**config.mk**
```make
export PLATFORM = sky130hd
export DESIGN_NAME = alu3_serial_unit_flat
export DESIGN_NICKNAME = d
export VERILOG_FILES = /design/src/rtl/alu3_serial_unit_if.sv /design/src/rtl/alu3_serial_unit.sv /design/src/flat_wrapper.sv
export SDC_FILE = /design/constraint.sdc
export NUM_CORES = 1
export LEC_CHECK = 0
export CORE_MARGIN = 2
export CORE_UTILIZATION = 45
export DETAILED_ROUTE_END_ITERATION = 8
export HOLD_SLACK_MARGIN = 0.03
export PLACE_DENSITY = 0.71
export SLEW_MARGIN = 20
export SYNTH_ARGS = -nofsm -noshare
export SYNTH_HDL_FRONTEND = slang
export SYNTH_SLANG_ARGS = --single-unit
export TNS_END_PERCENT = 30
```
**constraint.sdc**
```tcl
create_clock -name clk -period 2.02 [get_ports clk]
set_input_delay 0.606 -clock clk [delete_from_list [all_inputs] [get_ports clk]]
set_output_delay 0.606 -clock clk [all_outputs]
set_load 0.01 [all_outputs]
```
**src/rtl/alu3_serial_unit_if.sv**
```systemverilog
// Request/response handshake bundle for the bit-serial 3-bit-opcode ALU.
// The master drives requests and consumes results. The slave is the ALU.
interface alu3_serial_unit_if #(
   parameter int unsigned WIDTH = 4
);
   logic             req_valid;
   logic             req_ready;
   logic [2:0]       op;
   logic [WIDTH-1:0] a;
   logic [WIDTH-1:0] b;
   logic             cin;
   logic             rsp_valid;
   logic             rsp_ready;
   logic [WIDTH-1:0] result;
   logic             cout;

   modport master (
      output req_valid, op, a, b, cin, rsp_ready,
      input  req_ready, rsp_valid, result, cout
   );

   modport slave (
      input  req_valid, op, a, b, cin, rsp_ready,
      output req_ready, rsp_valid, result, cout
   );
endinterface

```
**src/rtl/alu3_serial_unit.sv**
```systemverilog
// Bit-serial ALU responder: one request in, WIDTH clocks through a 1-bit slice, one response out.
// Operands shift right so the slice always reads bit 0, and result bits enter from the MSB side.
module alu3_serial_unit #(
   parameter int unsigned WIDTH = 4,
   parameter int unsigned CW    = 5
) (
   input  logic                 clk,
   input  logic                 rst_n,
   alu3_serial_unit_if.slave    bus,
   output logic                 busy
);

   typedef enum logic [1:0] {
      IDLE,
      BUSY,
      DONE
   } state_t;

   state_t           state;
   state_t           state_nxt;
   logic [CW-1:0]    cnt;
   logic [2:0]       op_r;
   logic [WIDTH-1:0] a_r;
   logic [WIDTH-1:0] b_r;
   logic [WIDTH-1:0] result_r;
   logic [WIDTH-1:0] s_ins;
   logic             carry_r;
   logic             cout_r;
   logic             bit_s;
   logic             carry_nxt;
   logic             is_add;
   logic             last_bit;

   assign is_add   = op_r[2] & op_r[1];
   assign last_bit = (cnt == CW'(WIDTH - 1));

   // Single 1-bit slice. Carry only moves for the two add opcodes.
   always_comb begin
      bit_s     = 1'b0;
      carry_nxt = carry_r;
      case (op_r)
         3'b000: bit_s = a_r[0] | b_r[0];
         3'b001: bit_s = a_r[0] & b_r[0];
         3'b010: bit_s = ~a_r[0];
         3'b011: bit_s = ~(a_r[0] | b_r[0]);
         3'b100: bit_s = ~(a_r[0] & b_r[0]);
         3'b101: bit_s = a_r[0];
         3'b110,
         3'b111: begin
            bit_s     = a_r[0] ^ b_r[0] ^ carry_r;
            carry_nxt = (a_r[0] & b_r[0]) | (a_r[0] & carry_r) | (b_r[0] & carry_r);
         end
      endcase
   end

   always_comb begin
      s_ins            = '0;
      s_ins[WIDTH-1]   = bit_s;
   end

   always_ff @(posedge clk or negedge rst_n) begin
      if (!rst_n) state <= IDLE;
      else        state <= state_nxt;
   end

   always_comb begin
      state_nxt = state;
      case (state)
         IDLE:    if (bus.req_valid) state_nxt = BUSY;
         BUSY:    if (last_bit)      state_nxt = DONE;
         DONE:    if (bus.rsp_ready) state_nxt = IDLE;
         default: state_nxt = IDLE;
      endcase
   end

   always_ff @(posedge clk or negedge rst_n) begin
      if (!rst_n) begin
         cnt      <= '0;
         op_r     <= '0;
         a_r      <= '0;
         b_r      <= '0;
         carry_r  <= 1'b0;
         result_r <= '0;
         cout_r   <= 1'b0;
      end else begin
         case (state)
            IDLE: begin
               if (bus.req_valid) begin
                  op_r    <= bus.op;
                  a_r     <= bus.a;
                  b_r     <= bus.b;
                  carry_r <= (bus.op == 3'b111) ? bus.cin : 1'b0;
                  cnt     <= '0;
               end
            end
            BUSY: begin
               a_r      <= a_r >> 1;
               b_r      <= b_r >> 1;
               result_r <= (result_r >> 1) | s_ins;
               carry_r  <= carry_nxt;
               cnt      <= cnt + 1'b1;
               if (last_bit) cout_r <= is_add ? carry_nxt : 1'b0;
            end
            default: ;
         endcase
      end
   end

   assign bus.req_ready = (state == IDLE);
   assign bus.rsp_valid = (state == DONE);
   assign bus.result    = result_r;
   assign bus.cout      = cout_r;
   assign busy          = (state == BUSY);

endmodule

```
**src/flat_wrapper.sv**
```systemverilog
// flat-port wrapper written by rule: the top's interface ports become plain ports
module alu3_serial_unit_flat 
#(
   parameter int unsigned WIDTH = 4,
   parameter int unsigned CW    = 5
)
  (clk, rst_n, busy, bus_req_valid, bus_op, bus_a, bus_b, bus_cin, bus_rsp_ready, bus_req_ready, bus_rsp_valid, bus_result, bus_cout);
  alu3_serial_unit_if #(.WIDTH(WIDTH)) bus_i ();
  input  logic clk;
  input  logic rst_n;
  output logic busy;
  input wire logic [$bits(bus_i.req_valid)-1:0] bus_req_valid;
  input wire logic [$bits(bus_i.op)-1:0] bus_op;
  input wire logic [$bits(bus_i.a)-1:0] bus_a;
  input wire logic [$bits(bus_i.b)-1:0] bus_b;
  input wire logic [$bits(bus_i.cin)-1:0] bus_cin;
  input wire logic [$bits(bus_i.rsp_ready)-1:0] bus_rsp_ready;
  output wire logic [$bits(bus_i.req_ready)-1:0] bus_req_ready;
  output wire logic [$bits(bus_i.rsp_valid)-1:0] bus_rsp_valid;
  output wire logic [$bits(bus_i.result)-1:0] bus_result;
  output wire logic [$bits(bus_i.cout)-1:0] bus_cout;
  assign bus_i.req_valid = bus_req_valid;
  assign bus_i.op = bus_op;
  assign bus_i.a = bus_a;
  assign bus_i.b = bus_b;
  assign bus_i.cin = bus_cin;
  assign bus_i.rsp_ready = bus_rsp_ready;
  assign bus_req_ready = bus_i.req_ready;
  assign bus_rsp_valid = bus_i.rsp_valid;
  assign bus_result = bus_i.result;
  assign bus_cout = bus_i.cout;
  alu3_serial_unit #(.WIDTH(WIDTH), .CW(CW)) u_core (.clk(clk), .rst_n(rst_n), .bus(bus_i), .busy(busy));
endmodule
```
Word level (Yosys, flattened, before mapping)
Index checks and enable logic that the tools add are counted.
{ "word_totals": {"regBits": 24, "inputBits": 16, "output_inout_bits": 8} }
{ "classes": {"addsub": 1, "n_eq_ne": 14, "muxes": 16, "n_bitwise": 13, "n_reduce_logical": 8} }
{ "op_table": {"columns": ["op", "n"], "rows": [
  ["case mux 4 bit (2 select lines)", 2],
  ["== test 3 bit, second input constant", 5],
  ["case mux 5 bit (2 select lines)", 1],
  ["two-way mux 4 bit", 2],
  ["case mux 1 bit (7 select lines)", 1],
  ["== test 3 x 2 -> 1 bit, second input constant", 2],
  ["two-way mux 2 bit", 3],
  ["case mux 2 bit (3 select lines)", 1],
  ["AND reduction 2 bit", 3],
  ["adder 5 x 1 -> 5 bit, second input constant", 1],
  ["== test 5 x 2 -> 1 bit, second input constant", 1],
  ["two-way mux 5 bit", 1],
  ["AND 1 bit", 4],
  ["two-way mux 1 bit", 4],
  ["!= test 2 bit, second input constant", 2],
  ["bitwise OR 3 x 4 -> 4 bit", 1],
  ["== test 3 x 1 -> 1 bit, second input constant", 1],
  ["zero test 3 bit", 1],
  ["inverter 1 bit", 3],
  ["bitwise OR 1 bit", 3],
  ["AND reduction 3 bit", 1],
  ["== test 2 x 1 -> 1 bit, second input constant", 1],
  ["== test 2 bit, second input constant", 1],
  ["zero test 2 bit", 1],
  ["other kinds (5)", 6]
]} }

Logic depth before layout (Yosys ltp)
Gate-level depths: netlist (run 1).
{ "depth": {"word_depth": 5, "depth_mapped": 6, "ltp_nobuf": 5} }

Worst setup path before layout (run 1)
OpenSTA, ideal clock, no wires.
{ "synth_path": {"kind": "reg-to-output", "from": "register u_core.state[1]", "to": "output port busy", "arrival_ns": 0.996, "required_time_ns": 1.414, "setup_slack_ns": 0.418, "stages_incl_launch_ff": 5, "path_cell_list": "dfrtp_1 > nand2b_2 > inv_2 > buf_6 > buf_2"} }
{ "synth_between": {"elab_chain_len": 1} }
{ "synth_rtl": {"columns": ["element", "line", "source"], "rows": [
  ["start: declaration", "alu3_serial_unit.sv:19", "state_t state;"],
  ["start signal: assignment", "alu3_serial_unit.sv:63", "else state <= state_nxt;"],
  ["== test 2 x 1 -> 1 bit", "alu3_serial_unit.sv:113", "assign busy = (state == BUSY);"],
  ["end: declaration", "flat_wrapper.sv:11", "output logic busy;"]
]} }
Every way passes these cells.

Final worst setup path (run 1)
{ "layout_path": {"from": "register u_core.result_r[3], in the netlist u_core.bus.result[3]", "to": "output port bus_result[3]"} }
{ "layout_lines": {"columns": ["element", "line", "source"], "rows": [
  ["start: declaration", "alu3_serial_unit.sv:25", "logic [WIDTH-1:0] result_r;"],
  ["start signal: assignment", "alu3_serial_unit.sv:99", "result_r <= (result_r >> 1) | s_ins;"],
  ["end: declaration", "flat_wrapper.sv:20", "output wire logic [$bits(bus_i.result)-1:0] bus_result;"]
]} }
No word-level cell between the ends.

==> results of run 1 <==
## report_power, final
group	total, uW	internal [uW]	switching, uW
sequential	870	687	184
clock	207	69.5	138
combinational	1030	514	519
total	2110	1270	840
## repair_timing
action | in CTS | in global routing
hold endpoints to repair | 0 | 0
endpoints found under the setup margin | 3 | 0
buffers inserted | 1 | 0
gates resized for setup | 4 | 0
## worst paths after layout
kind,end,depth (start not counted)
min,u_core.bus.result[1]$_DFFE_PN0P_,2
max in group asynchronous,u_core.state[0]$_DFFE_PN0P_,2
max reg2reg,u_core.bus.result[3]$_DFFE_PN0P_,5
max,bus_result[3],1
min in group asynchronous,u_core.op_r[2]$_DFFE_PN0P_,2
min reg2reg,u_core.bus.result[1]$_DFFE_PN0P_,2
## cells in the final DEF (no fill, tap or decap), drive strengths merged, types with 2 or more instances in the layout
cell type / Yosys / final
nand2: 27 / 27
clkdlybuf4s50: 0 / 20
o21bai: 2 / 2
buf: 5 / 6
a21o: 2 / 2
inv: 5 / 5
xor2: 2 / 2
o22ai: 2 / 2
nand3: 3 / 3
nor2: 2 / 2
nand2b: 2 / 2
o21ai: 14 / 14
mux2i: 7 / 7
ha: 3 / 3
dlygate4sd2: 0 / 3
mux2: 5 / 5
dfrtp: 24 / 24
nor3b: 2 / 2
clkbuf: 0 / 3
## state kept, by name (all words and copies together), names as in the netlist
register	count
u_core.carry_r	1
u_core.op_r	3
u_core.bus.cout	1
u_core.cnt	5
u_core.a_r	4
u_core.bus.result	4
u_core.b_r	4
u_core.state	2
## layer usage
metal	up-vias	GRT usage (%)	routed length (um)	part of all wire, %
li1	452	-	-	-
met1	419	23.1	1150	48
met5	-	0	0	0
met3	4	3.51	81	3.4
met4	0	6.62	30	1.3
met2	23	28.1	1110	47
## kinds of logic (layout without fill, tap and decap cells)
logic type,after synthesis,after routing
multiplexers,12,12
adder cells (fa/ha/maj),4,4
AND/OR/NAND/NOR,40,40
XOR/XNOR,2,2
buffers and inverters,10,37
flip-flops,24,24
AO/OA/AOI/OAI,24,24
## final cells by class
type	instances	area, um2	area share, %
Clock buffer	3	22.5	1.50
Inverter	5	18.8	1.25
Multi-Input combinational cell	82	538	35.8
Sequential cell	24	602	40.0
Tap cell	30	37.5	2.50
Timing Repair Buffer	29	284	18.9
## per-stage QoR
step	hold WS, ps	setup slack (ps)
6_report	503	149
5_1_grt	548	97.8
4_1_cts	508	127
3_5_place_dp	479	21.2
3_3_place_gp	459	71.0
2_1_floorplan	310	418
==> summary.md, run 1 <==
| Metric | Value |
|---|---|
| CTS tree | yes |
| Worst min-delay path category | reg2reg |
| Pwr Density | between 1000 and 1500 mW/mm2 |
| Post-Syn Instances | around 120 |
| DRT antenna net count | 0 |
| Initial Utilization | 47.5% |
| Synth area leader | dfrtp_1 |
| RSZ-0062 raised after global routing | no |
| Worst clock skew | 2.66 ps |
| Final Max Tran Viols | 0 |
| CP startpoint | u_core.bus.result[3]$_DFFE_PN0P_ |
| CTS max path bufs | 2 |
| Ports | 24 |
| Register bit total from synthesis | 24 |
| Headroom to the max-slew limit | between 70% and 80% |
| Reg-to-reg startpoint | u_core.a_r[0]$_DFFE_PN0P_ |
| Crit path max-delay family | buffers and inverters |
| Detailed-route wire length per cell | about 14 um |
| CTS buffer count | 3 |
| Post-Syn Area | around 0.0012 mm2 |
| HPWL Detailed | 1730 um |
| Util after Layout | between 60% and 70% |
| Number of synthesized flops with an enable pin | 0 |
| Final instance area | about 0.0015 mm2 |
| Die X-Extent | approximately 55 um |
| Total GRT Usage | ~17% |
| Tot Pwr | roughly 2100 uW |
| Worst-margin pin slew | between 400 and 500 ps |
| Layout overhead on the synthesized area | 26.4% |
| Crit path capture type | output port |
| Die Ht | 55.4 um |
| Crit path max fanout | 3 |
| Leak | ~0.00066 uW |
| Async set-reset flop share out of synthesis | between 90% and 100% |
| Avg Vias per Cell | 5.19 |
| DRT Wirelength | 2370 um |
| Tmin final | approximately 1900 ps |
| DIE AREA | just over 0.003 mm2 |
| Root buffer cell | clkbuf_4 |
| Global-route wire length before repair | 4180 um |
| Buf/Inv on CP | 1 |
| Starting DRT DRC Count | 7 |
| F_max | about 0.53 GHz |
| Rows | 18 |
| Worst Path Required | between 1000 and 1500 ps |
| Post-synth top cells | 27 x nand2_1, 24 x dfrtp_1, 13 x o21ai_0, 7 x mux2i_1, 5 x mux2_2 |
| Mapped Nets | ~140 |
| Reg2Reg Setup Slack | about 360 ps |
| DRC viols | 0 |
| Vias | roughly 900 |
| DR pass1 iterations | 4 |
| Hold buffer count at cts | 0 |
| Post-synthesis sequential area ratio | about half |
| Top FF cell, synth | dfrtp_1 |
| CTS sink cnt | 24 |
| Synth cell types | 30 |
| WS Path Type | reg2out |
| Port buffer count | 23 |
| Post-Synth XOR/XNOR Area | around 1.5% |
| Synth top area cells | dfrtp_1 51%, nand2_1 8.5%, mux2i_1 5.9%, o21ai_0 5.5%, mux2_2 4.7% |
| Crit path launch type | flip-flop |
| Data arrival, critical path | 1270 ps |
| Fillers | ~230 |
| Pin count of the biggest net entering global routing | 25 |
| Max IR drop VDD | between 0.001 and 0.0015 V |
| Worst skew pair latency | about 300 ps |
| Synth Area in Compound Gates | between 10% and 20% |
| Vias in the first global route | 890 |
| Fin nets | between 150 and 200 |
| Mux cell area share after synthesis | a little over a tenth |
| Largest family of logic cells by synthesized area | simple AND/OR/NAND/NOR gates |
| Gpl congestion | around 0.77 |
| Placed inst area | 0.00148 mm2 |
| # diodes | 0 |
| Final Hold Fails | 0 |
| Layout cell share with drive strength beyond 1 | about an eighth |
| CTS H-Tree Depth | 1 |
| Top-count cell post-synth | nand2_1 |
| Slowest Stage Delay on Critical Path | 550 ps |
| Clk slew on worst S/H paths | roughly 130 ps |
| Final setup fails | 0 |
| Placed cell count | 169 |
| Status | finished, final reports clean |
| Setup TNS | 0 ps |
| GR Overflow Total | 0 |
| Initial antenna violation count | 0 |
| Max Cap Viol | 0 |
| Worst path cell trace | clkdlybuf4s50_1 |
| Hold Startpoint | u_core.bus.result[2]$_DFFE_PN0P_ |
| Placeable Area | around 0.0025 mm2 |
| Simple-Gate Fraction of Synth Area | roughly 16% |
| Final cell count without fillers | 173 |
| Synth top area share | 50.5% |
| Yosys warns | 0 |
| Mean Syn Cell Area | a little over 10 um2 |
| Synth Area in Adders | between 4 and 5% |
| Fin crit share | 92.6% |
| CP max stage cell | clkdlybuf4s50_1 |
Power figures use the tool's default switching activity.
==> run 2, diff against run 1 <==
Settings changed: CORE_UTILIZATION 45 to 50, PLACE_DENSITY 0.71 to 0.78.
==> run 2 against run 1 <==
Fmax decreased by 0.21%. Sequential share of layout area decreased by 0.64 points. Flip-flop and latch count unchanged. Final area increased by 1.4%. Final cell count unchanged. Critical path depth unchanged. Worst hold slack got worse by 4.4 ps. Non-clock buffer count increased by 1.
==> summary.md, run 2 (synthesized netlist as in run 1, its figures left out) <==
| Metric | Value |
|---|---|
| Status | finished, final reports clean |
| Data arrival, critical path | 1270 ps (about the same) |
| Reg-to-reg startpoint | u_core.a_r[0]$_DFFE_PN0P_ |
| Placeable Area | 0.00223 mm2 (-11%) |
| Final cell count without fillers | 173 (unchanged) |
| Slowest Stage Delay on Critical Path | 540 ps (about the same) |
| Leak | 0.000679 uW (+2.5%) |
| Most frequent cells in the layout | 27 x nand2_1, 24 x dfrtp_1, 20 x clkdlybuf4s50_1, 13 x o21ai_0 |
| Detailed-route wire length per cell | 13.3 um (-3.0%) |
| Worst min-delay path category | reg2reg |
| Gpl congestion | 0.752 (-2.7%) |
| CTS sink cnt | 24 (unchanged) |
| Worst path cell trace | clkdlybuf4s50_1 |
| Layout overhead on the synthesized area | 28.2% |
| Crit path capture type | output port |
| Clk slew on worst S/H paths | 140 ps (about the same) |
| Pre-CTS WS | 49.9 ps (+28.7 ps) |
| Worst skew pair latency | 330 ps (+30 ps) |
| Placed cell count | 168 (-0.59%) |
| Max IR drop VDD | 0.00116 V (+15%) |
| Pin count of the biggest net entering global routing | 25 (unchanged) |
| CP startpoint | u_core.bus.result[3]$_DFFE_PN0P_ |
| CTS H-Tree Depth | 1 (unchanged) |
| Initial Utilization | 53.2% (+5.7 points) |
| Tmin final | 1880 ps (+3.94 ps) |
| Vias | 928 (+3.3%) |
| F_max | 0.533 GHz (-0.21%) |
| CTS buffer count | 3 (unchanged) |
| CP max stage cell | clkdlybuf4s50_1 |
| Port buffer count | 23 (unchanged) |
| Crit path max-delay family | buffers and inverters |
| Worst clock skew | 8.26 ps (+5.60 ps) |
| WS Path Type | reg2out |
| Area of the multi-input gates | 538 um2 (unchanged) |
| Total GRT Usage | 19.7% (+2.3 points) |
| CTS tree | yes |
| Worst Path Required | 1410 ps (about the same) |
| Root buffer cell | clkbuf_4 |
| Max Cap Viol | 0 (unchanged) |
| Crit path launch type | flip-flop |
| Headroom to the max-slew limit | 74.1% (+3.5 points) |
| # diodes | 0 (unchanged) |
| Die X-Extent | 52.8 um (-4.8%) |
| Global-route wire length before repair | 3960 um (-5.3%) |
| Hold Startpoint | u_core.bus.result[0]$_DFFE_PN0P_ |
| Final instance area | 0.00152 mm2 (+1.4%) |
| HPWL Detailed | 1710 um (-1.4%) |
| Die Ht | 52.8 um (-4.8%) |
| Fillers | 180 (-21%) |
| Util after Layout | 68.2% (+8.1 points) |
| Initial antenna violation count | 0 (unchanged) |
| Final Hold Fails | 0 (unchanged) |
| Ports | 24 (unchanged) |
| DRT Wirelength | 2290 um (-3.0%) |
| Crit path max fanout | 3 (unchanged) |
| Final setup fails | 0 (unchanged) |
| Final Max Tran Viols | 0 (unchanged) |
| Worst-margin pin slew | 383 ps (-52.2 ps) |
| Avg Vias per Cell | 5.36 (+3.3%) |
| Fin nets | 166 (+0.61%) |
| Layout cell share with drive strength beyond 1 | 13.1% (+0.52 points) |
| Setup ws final | 145 ps (-3.93 ps) |
| Most common cell after layout, fill and taps aside | nand2_1 |
| DIE AREA | 0.00278 mm2 (-9.3%) |
| DR pass1 iterations | 4 (unchanged) |
| Pwr Density | 1470 mW/mm2 (+5.0%) |
| Starting DRT DRC Count | 14 (+7) |
| DRC viols | 0 (unchanged) |
| CTS max path bufs | 2 (unchanged) |
| Vias in the first global route | 923 (+3.7%) |
| Largest reg by FF count | u_core.cnt |
| Register area | 601 um2 (-0.21%) |
| Rows | 17 (-1) |
| GR Overflow Total | 0 (unchanged) |
| Buf/Inv on CP | 1 (unchanged) |
| Placed inst area | 0.00147 mm2 (-0.51%) |
| Setup TNS | 0 ps (unchanged) |
| RSZ-0062 raised after global routing | no |
| DRT antenna net count | 0 (unchanged) |
| Fin crit share | 92.8% (+0.19 points) |
| Max FFs per register | 5 (unchanged) |
run 2: what timing repair did:
item                       4_1_cts  5_1_grt
setup endpoints to repair        3        0
setup buffers                    1        0
hold buffers                     0        0
gates resized for setup          3        0
run 2: layer usage:
metal | global-route usage, % | share of wire, % | up-vias
met3 | 5.14 | 4.4 | 6
li1 | - | - | 454
met1 | 26.1 | 46 | 448
met5 | 0 | 0 | -
met2 | 31.3 | 47 | 20
met4 | 6.84 | 2.0 | 0
run 2: power by group:
| group | switching [uW] | internal [uW] | total (uW) |
|---|---|---|---|
| logic | 517 | 506 | 1020 |
| registers | 185 | 685 | 870 |
| clock network | 153 | 201 | 354 |
| total | 856 | 1390 | 2250 |
run 2: worst reg2reg max path: cells and delay by family (launching register included):
kind	cells	cell delay [ps]
flops	1	450
buf+inv	1	130
mux	1	270
fa+ha+maj	1	180
compound gates	1	100
simple gates	1	430
run 2: area by class of cell:
class | instances | area share, %
clock buffer | 3 | 1.48
clock inverter | 1 | 1.97
inverter | 5 | 1.23
multi-input combinational | 82 | 35.3
sequential | 24 | 39.4
tap | 28 | 2.30
timing repair buffer | 30 | 18.3
run 2: final timing paths:
| check | end | slack [ps] | cells after the start |
|---|---|---|---|
| max | bus_result[3] | 140 | 1 |
| min | u_core.bus.result[0]$_DFFE_PN0P_ | 500 | 2 |
| max reg2reg | u_core.bus.result[3]$_DFFE_PN0P_ | 370 | 5 |
| min reg2reg | u_core.bus.result[0]$_DFFE_PN0P_ | 500 | 2 |
| max in group asynchronous | u_core.cnt[2]$_DFFE_PN0P_ | 1180 | 2 |
| min in group asynchronous | u_core.op_r[0]$_DFFE_PN0P_ | 600 | 2 |
run 2: per-stage QoR:
stage          total power, uW  hold slack [ps]
5_1_grt                   2440              530
4_1_cts                   2250              501
3_3_place_gp              1870              459
6_report                  2250              498
3_5_place_dp              1910              469
2_1_floorplan             1530              310
==> run 3, diff against run 2 <==
Settings changed: SKIP_LAST_GASP from default to 1.
==> run 3 against run 2 <==
The run now ends with setup timing left. Sequential share of layout area is 0.13 points lower. Die area stayed put. Non-clock buffer count unchanged. Setup slack worse by 210 ps. Power grew 0.68%. Via count grew 0.22%. Clock-buffer cell count did not move. Register-to-register slack barely moved. Global-route usage unchanged. Critical path depth rose by 2. Largest cell class unchanged.
==> summary.md, run 3 (synthesized netlist as in run 1, its figures left out) <==
| Metric | Value |
|---|---|
| Status | complete, but fails checks |
| Failing checks | setup timing |
| Crit path max fanout | 5 (+2) |
| Layout overhead on the synthesized area | 28.6% |
| F_max | 0.479 GHz (-10%) |
| Tot Pwr | 2260 uW (+0.68%) |
| Max IR drop VDD | 0.00103 V (-11%) |
| Fin nets | 166 (unchanged) |
| Vias | 930 (+0.22%) |
| WS Path Type | reg2out |
| # diodes | 0 (unchanged) |
| RSZ-0062 raised after global routing | yes |
| Largest reg by FF count | u_core.cnt |
| CTS buffer count | 3 (unchanged) |
| Ports | 24 (unchanged) |
| DRC viols | 0 (unchanged) |
| Pre-CTS WS | 49.9 ps (unchanged) |
| Switching Fraction | 37.9% (-0.22 points) |
| Avg Vias per Cell | 5.38 (+0.22%) |
| Worst min-delay path category | reg2reg |
| Pwr Density | 1480 mW/mm2 (+0.35%) |
| DRT antenna net count | 0 (unchanged) |
| CTS max path bufs | 2 (unchanged) |
| GR Overflow Total | 0 (unchanged) |
| Worst skew pair latency | 330 ps (about the same) |
| Power share of the combinational group | 45.9% (+0.4 points) |
| Die X-Extent | 52.8 um (unchanged) |
| Worst Path Required | 1410 ps (about the same) |
| CTS H-Tree Depth | 1 (unchanged) |
| Data arrival, critical path | 1480 ps (+210 ps) |
| Fin crit share | 103% (+11 points) |
| Final Hold Fails | 0 (unchanged) |
| Worst clock skew | 8.47 ps (+0.211 ps) |
| Pin count of the biggest net entering global routing | 25 (unchanged) |
| Headroom to the max-slew limit | 74.1% (unchanged) |
| Tmin final | 2090 ps (+214 ps) |
| Final cell count without fillers | 173 (unchanged) |
| CTS tree | yes |
| Net switching component of the power | 857 uW (about the same) |
| Most frequent cells in the layout | 27 x nand2_1, 24 x dfrtp_1, 21 x clkdlybuf4s50_1, 13 x o21ai_0 |
| Gpl congestion | 0.752 (unchanged) |
| Int Power | 1410 uW (+1.0%) |
| Leak | 0.000684 uW (+0.75%) |
| Port buffer count | 23 (unchanged) |
| Fillers | 178 (-1.1%) |
| Final Max Tran Viols | 0 (unchanged) |
| Max FFs per register | 5 (unchanged) |
| Starting DRT DRC Count | 14 (unchanged) |
| Root buffer cell | clkbuf_4 |
| Crit path capture type | output port |
| Rows | 17 (unchanged) |
| DIE AREA | 0.00278 mm2 (unchanged) |
| Die Ht | 52.8 um (unchanged) |
| Initial antenna violation count | 0 (unchanged) |
| Setup ws final | -69.2 ps (-214 ps) |
| Max Cap Viol | 0 (unchanged) |
| Detailed-route wire length per cell | 13.2 um (-0.13%) |
| Final setup fails | 1 (+1) |
| Initial Utilization | 53.2% (unchanged) |
| Placeable Area | 0.00223 mm2 (unchanged) |
| Global-route wire length before repair | 3960 um (unchanged) |
| Most common cell after layout, fill and taps aside | nand2_1 |
| Clock power frac | 15.7% (about the same) |
| HPWL Detailed | 1710 um (unchanged) |
| Worst-margin pin slew | 383 ps (unchanged) |
| Placed cell count | 168 (unchanged) |
| Clk slew on worst S/H paths | 140 ps (about the same) |
| CTS sink cnt | 24 (unchanged) |
| DR pass1 iterations | 4 (unchanged) |
| Total GRT Usage | 19.7% (unchanged) |
| Vias in the first global route | 923 (unchanged) |
| Crit path launch type | flip-flop |
| Layout cell share with drive strength beyond 1 | 13.1% (unchanged) |
| Part of the power in registers | 38.4% (-0.3 points) |
| DRT Wirelength | 2290 um (-0.13%) |
[run 3: final timing paths]
kind	from	slack, ps	to	depth (start not counted)
hold reg to reg	u_core.bus.result[0]$_DFFE_PN0P_	500	u_core.bus.result[0]$_DFFE_PN0P_	2
setup / recovery	u_core.state[1]$_DFFE_PN0P_	-70	bus_req_ready	3
min in group asynchronous	rst_n	600	u_core.op_r[0]$_DFFE_PN0P_	2
max in group asynchronous	rst_n	1180	u_core.cnt[2]$_DFFE_PN0P_	2
setup reg to reg	u_core.a_r[0]$_DFFE_PN0P_	370	u_core.bus.result[3]$_DFFE_PN0P_	5
hold / removal	u_core.bus.result[0]$_DFFE_PN0P_	500	u_core.bus.result[0]$_DFFE_PN0P_	2
[run 3: through the flow]
stage | area, um2 | util [%] | hold WS (ps) | setup TNS (ps)
finish | 1530 | 68.5 | 498 | -69.2
global route | 1530 | 68.5 | 530 | -128
CTS | 1530 | 68.3 | 501 | -189
detailed placement | 1470 | 65.7 | 469 | 0
global placement | 1470 | 65.7 | 459 | 0
floorplan | 1190 | - | 310 | 0
[run 3: layout make-up]
| type | instances | area (um2) | area share, % |
|---|---|---|---|
| inverters | 5 | 18.8 | 1.23 |
| well taps | 28 | 35.0 | 2.29 |
| repair buffers | 30 | 284 | 18.6 |
| clock buffers | 3 | 22.5 | 1.47 |
| flip-flops and latches | 24 | 601 | 39.3 |
| multi-input cells | 82 | 538 | 35.2 |
| clock inverters | 1 | 30.0 | 1.96 |
[run 3: timing repair]
action	CTS	global route
endpoints found under the setup margin	3	2
hold buffers	0	0
gates resized for setup	1	1
setup buffers	1	0
[run 3: layer usage]
layer / part of all wire [%] / wire length, um / GRT usage (%)
met3: 4.5 / 103 / 5.14
met2: 47 / 1090 / 31.3
met5: 0 / 0 / 0
met1: 46 / 1050 / 26.1
met4: 2.1 / 47 / 6.84
[run 3: worst max-delay path: stages, from the launching register on]
cell and delay, ps:
dfrtp_1 400, buf_4 150, nor2_1 80, clkdlybuf4s50_1 530
[run 3: power by group through the flow]
stage	Clock [uW]	Sequential (uW)	Combinational, uW
floorplan	0	855	678
global placement	0	861	1010
detailed placement	0	875	1040
CTS	357	864	1050
global route	376	896	1180
finish	354	869	1040
